[config.mk]
export PLATFORM = sky130hd
export DESIGN_NAME = if_fetch_unit
export DESIGN_NICKNAME = d
export VERILOG_FILES = /design/src/rtl/if_fetch_unit.sv
export SDC_FILE = /design/constraint.sdc
export NUM_CORES = 1
export LEC_CHECK = 0
export ABC_AREA = 0
export BUFFER_PORTS_ARGS = -buffer_cell sky130_fd_sc_hd__clkbuf_2
export CAP_MARGIN = 20
export CORE_MARGIN = 3
export CORE_UTILIZATION = 54
export CTS_BUF_LIST = sky130_fd_sc_hd__clkbuf_4 sky130_fd_sc_hd__clkbuf_8
export DETAILED_ROUTE_END_ITERATION = 6
export PLACE_DENSITY = 0.89
export SLEW_MARGIN = 30
export SYNTH_ARGS = -nofsm -noshare
export SYNTH_HDL_FRONTEND = slang
export SYNTH_SLANG_ARGS = --single-unit
[constraint.sdc]
create_clock -name clk -period 2.6 [get_ports clk]
set_input_delay 0.26 -clock clk [delete_from_list [all_inputs] [get_ports clk]]
set_output_delay 0.26 -clock clk [all_outputs]
set_load 0.005 [all_outputs]
[src/rtl/if_fetch_unit.sv]
// Instruction-fetch stage: owns the PC, issues one-outstanding imem reads and feeds IF/ID.
// Optional IF_PERF_CNT_EN adds fetch_count / bubble_count performance counters.
module if_fetch_unit #(
  parameter logic [31:0] RESET_PC = 32'h0000_0000
) (
  input  logic        clk,
  input  logic        rst_n,
  input  logic        stall,
  input  logic        redirect_valid,
  input  logic [31:0] redirect_pc,
  output logic        imem_req,
  output logic [31:0] imem_addr,
  input  logic        imem_valid,
  input  logic [31:0] imem_rdata,
  output logic [31:0] PC_4,
  output logic [31:0] Instrucction,
  output logic        IF_ID_enable
`ifdef IF_PERF_CNT_EN
  ,
  output logic [31:0] fetch_count,
  output logic [31:0] bubble_count
`endif
);

  typedef enum logic [1:0] {
    S_REQ   = 2'd0,
    S_WAIT  = 2'd1,
    S_HOLD  = 2'd2,
    S_DRAIN = 2'd3
  } state_t;

  state_t      state;
  state_t      state_nxt;
  logic [31:0] pc;
  logic [31:0] pc_nxt;
  logic [31:0] pc_inc;
  logic [31:0] redirect_tgt;
  logic [31:0] hold_buf;
  logic        capture;
  logic        present;
  logic [31:0] present_word;

  function automatic logic [31:0] pc_plus4(input logic [31:0] value);
    return value + 32'd4;
  endfunction

  assign pc_inc       = pc_plus4(pc);
  assign redirect_tgt = redirect_pc & 32'hFFFF_FFFC;
  assign imem_addr    = pc;
  assign imem_req     = (state == S_REQ) && !redirect_valid;

  always_comb begin
    state_nxt    = state;
    pc_nxt       = pc;
    capture      = 1'b0;
    present      = 1'b0;
    present_word = imem_rdata;
    case (state)
      S_REQ: begin
        if (redirect_valid) begin
          pc_nxt = redirect_tgt;
        end else begin
          state_nxt = S_WAIT;
        end
      end
      S_WAIT: begin
        // A redirect kills the in-flight fetch; if data has not come back yet it must be drained.
        if (redirect_valid) begin
          pc_nxt    = redirect_tgt;
          state_nxt = imem_valid ? S_REQ : S_DRAIN;
        end else if (imem_valid) begin
          if (stall) begin
            capture   = 1'b1;
            state_nxt = S_HOLD;
          end else begin
            present   = 1'b1;
            pc_nxt    = pc_inc;
            state_nxt = S_REQ;
          end
        end
      end
      S_HOLD: begin
        if (redirect_valid) begin
          pc_nxt    = redirect_tgt;
          state_nxt = S_REQ;
        end else if (!stall) begin
          present      = 1'b1;
          present_word = hold_buf;
          pc_nxt       = pc_inc;
          state_nxt    = S_REQ;
        end
      end
      S_DRAIN: begin
        if (redirect_valid) begin
          pc_nxt = redirect_tgt;
        end
        if (imem_valid) begin
          state_nxt = S_REQ;
        end
      end
      default: begin
        state_nxt = S_REQ;
      end
    endcase
  end

  // Control and presented outputs
  always_ff @(posedge clk) begin
    if (!rst_n) begin
      state        <= S_REQ;
      pc           <= RESET_PC;
      PC_4         <= 32'h0000_0000;
      Instrucction <= 32'h0000_0000;
      IF_ID_enable <= 1'b1;
    end else begin
      state        <= state_nxt;
      pc           <= pc_nxt;
      IF_ID_enable <= !present;
      if (present) begin
        Instrucction <= present_word;
        PC_4         <= pc_inc;
      end
    end
  end

  // Stalled-response buffer: pure data, only meaningful while in S_HOLD
  always_ff @(posedge clk) begin
    if (capture) begin
      hold_buf <= imem_rdata;
    end
  end

`ifdef IF_PERF_CNT_EN
  always_ff @(posedge clk) begin
    if (!rst_n) begin
      fetch_count  <= 32'h0000_0000;
      bubble_count <= 32'h0000_0000;
    end else begin
      if (present) begin
        fetch_count <= fetch_count + 32'd1;
      end
      if (IF_ID_enable) begin
        bubble_count <= bubble_count + 32'd1;
      end
    end
  end
`endif

endmodule
==> metrics.md <==
| Metric | Value |
|---|---|
| Final Hold Fails | 0 |
| Worst slew margin | 62.78% |
| Clock Skew | around 0.011 ns |
| Fraction of final layout cells sized beyond drive strength 1 | 29.47% |
| Core Footprint | between 10000 and 15000 µm² |
| Clk_lat worst skew | 0.44 ns |
| CTS sink cnt | 127 |
| Overflow after GRT | 0 |
| Main synth FF type | dfxtp_1 |
| RSZ-0062 raised after global routing | false |
| Hold Path Stages | 1 |
| Fraction of registers with async set/reset | 0% |
| # fillers | 837 |
| Min-Delay Path Class | primary input to flip-flop |
| Max IR drop VDD | 0.3443 mV |
| Mapped Cells | 599 |
| HPWL Detailed | 11270 µm |
| Routability cong. | 0.9091 |
| Area after DPL | roughly 6700 µm² |
| Initial antenna violation count | 0 |
| Number of synthesized flops with an enable pin | 32 |
| Num CTS Buffers | 17 |
| R2R depth | 6 |
| Setup repair bufs after CTS | 0 |
| Nets | 822 |
| Initial DRC Count | 467 |
| Inserted Diodes | 0 |
| Initial core utilization | 55.98% |
| Die H | 109.7 µm |
| Die Area | 12030 µm² |
| Routed len/inst | around 18 µm |
| CP arrival | 2.59 ns |
| Pin count of the biggest net entering global routing | about 120 |
| Maximum clock frequency | 437.1 MHz |
| Drt via density | 5.902 |
| CP max FO | 10 |
| Critical path data required time | 2.90 ns |
| Cell area after layout | 7121 µm² |
| Synth top area share | about a third |
| TritonRoute pass-1 iters | 6 |
| I/O pin cnt | 167 |
| Seq/Total Area, Yosys | 49.31% |
| Grt peak-use layer | met2 |
| Routed wire length | 16010 µm |
| #FFs+latches synth | 127 |
| Syn-to-layout area delta | 22.65% |
| Worst-path clk slew | about 0.08 ns |
| Vias after detailed routing | between 5000 and 6000 |
| CTS tree | yes |
| Met1 Track Usage GR | 31.16% |
| Synth Area per Inst | slightly below 10 µm² |
| Most common cell in the netlist | dfxtp_1 |
| Met2 Usage GRT | ~43% |
| Power density over cell area | 625.3 nW/µm² |
| Synth area leaders | dfxtp_1, edfxtp_1, mux2i_1, a211oi_1, nor2_1 |
| Chip Width | 109.7 µm |
| Port bufs | 160 |
| TNS Setup | 0 ns |
| Nature of the critical path endpoint | flip-flop |
| H-tree levels | 4 |
| Static Leak | 0.002801 µW |
| First-pass GRT wire length | 24730 µm |
| Distinct cells, synth | 58 |
| CTS Hold Buffers Added | 1 |
| Vias in the first global route | 5127 |
| Root Buffer | clkbuf_8 |
| GRT Util Overall | approximately a quarter |
| # setup viols final | 0 |
| GRT met3 Usage | under 10% |
| Max Slew Vio Count | 0 |
| # resized after CTS | 0 |
| Final Critical Period | between 2 and 2.5 ns |
| Syn. warnings | 0 |
| Critical path class | flip-flop to flip-flop |
| Clock Tree Buf Depth | 2 |
| Status | finished, final reports clean |
| CP Launch Type | flip-flop |
| Area leader, netlist | dfxtp_1 |
| DRC errors left | 0 |
| Least-Margin Pin Slew | 0.5563 ns |
| Synthesized area | 5806 µm² |
| Synth top cells by count | dfxtp_1, nor2_1, a21oi_1 |
| Max Cap Viol | 0 |
| # rows | 37 |
| Final ANT Viol Nets | 0 |
| Tcrit/Tclk final | ~88% |
-- path summary, 6_finish.rpt --
path                                       from               to  slack (ns)
worst max-delay path                   state[0]    imem_addr[13]        0.31
worst min-delay path             imem_rdata[18]     hold_buf[18]        0.02
worst max register to register         state[0]    imem_addr[13]        0.31
worst min register to register  Instrucction[6]  Instrucction[6]        0.50
-- layer usage --
metal / share of wire, % / wire [µm]
met1: 40 / 6335
met2: 48 / 7720
met4: 2.4 / 391
met3: 9.8 / 1566
met5: 0 / 0
-- power breakdown --
group          leakage, µW  total [µW]  switching, µW  internal [µW]
combinational      0.00154         506            287            220
clock             0.000202        1760            804            957
sequential         0.00106        2180           90.4           2090
-- cell type report --
cell class	count	area [µm²]	share of cell area, %
flip-flops and latches	127	2863	40.20
well taps	136	170.2	2.390
clock buffers	18	241.5	3.391
repair buffers	174	945.9	13.28
inverters	10	37.54	0.5271
clock inverters	14	167.7	2.355
multi-input cells	417	2695	37.85
-- state kept, by name, indices dropped and copies added, names as in the netlist --
name          cells
state             2
IF_ID_enable      1
imem_addr        30
hold_buf         32
PC_4             30
Instrucction     32
-- worst max-delay path, cell delays in order, from the launching register on --
cell	delay, ns
dfxtp_1	0.39
inv_1	0.11
ha_1	0.40
nand2b_1	0.32
nor2_1	0.33
nand2_1	0.20
o311ai_0	0.41
-- kinds of logic after synthesis --
group | after synthesis | synth area share (%)
adders and majority gates | 6 | 1.293
AOI/OAI and AO/OA | 158 | 17.50
muxes | 39 | 6.724
and+or+nand+nor | 179 | 15.82
buffers and inverters | 58 | 4.612
other | 1 | 0.06459
xor gates and xnor gates | 31 | 4.677
DFF | 127 | 49.31
-- stage by stage --
stage,setup WS (ns),total power (µW),hold WS [ns],std cells,util (%)
final,0.3124,4452,0.02127,896,68.67
after global routing,0.1419,4625,0.004668,896,68.67
after global placement,0.4759,2690,0.4562,863,64.62
after floorplan,0.5933,2505,0.3589,602,-
after detailed placement,0.4054,2720,0.4610,863,64.62
after CTS,0.3517,4466,0.0002395,896,68.67
-- cell usage in the layout (no fill, tap or decap), types with 3 or more instances in the layout --
master and count:
clkinv_2 4, o211ai_1 4, a21oi_1 45, mux2i_1 39, clkbuf_8 17, inv_1 9
clkbuf_2 160, o21a_1 3, clkinv_4 3, edfxtp_1 32, o22ai_1 14, xor2_1 16
and4_1 3, nor2b_1 3, nand2_1 30, nor2_1 72, conb_1 4, o21ai_0 25
nor4_1 5, nor3_1 7, a22oi_1 7, nand4_1 10, xnor2_1 15, or3_1 3
ha_1 6, and2_1 3, dfxtp_1 95, nand3_1 18, a211oi_1 43, and3_1 4
buf_12 3, buf_4 10, bufinv_16 3, clkinvlp_4 3
Power figures use the tool's default switching activity.
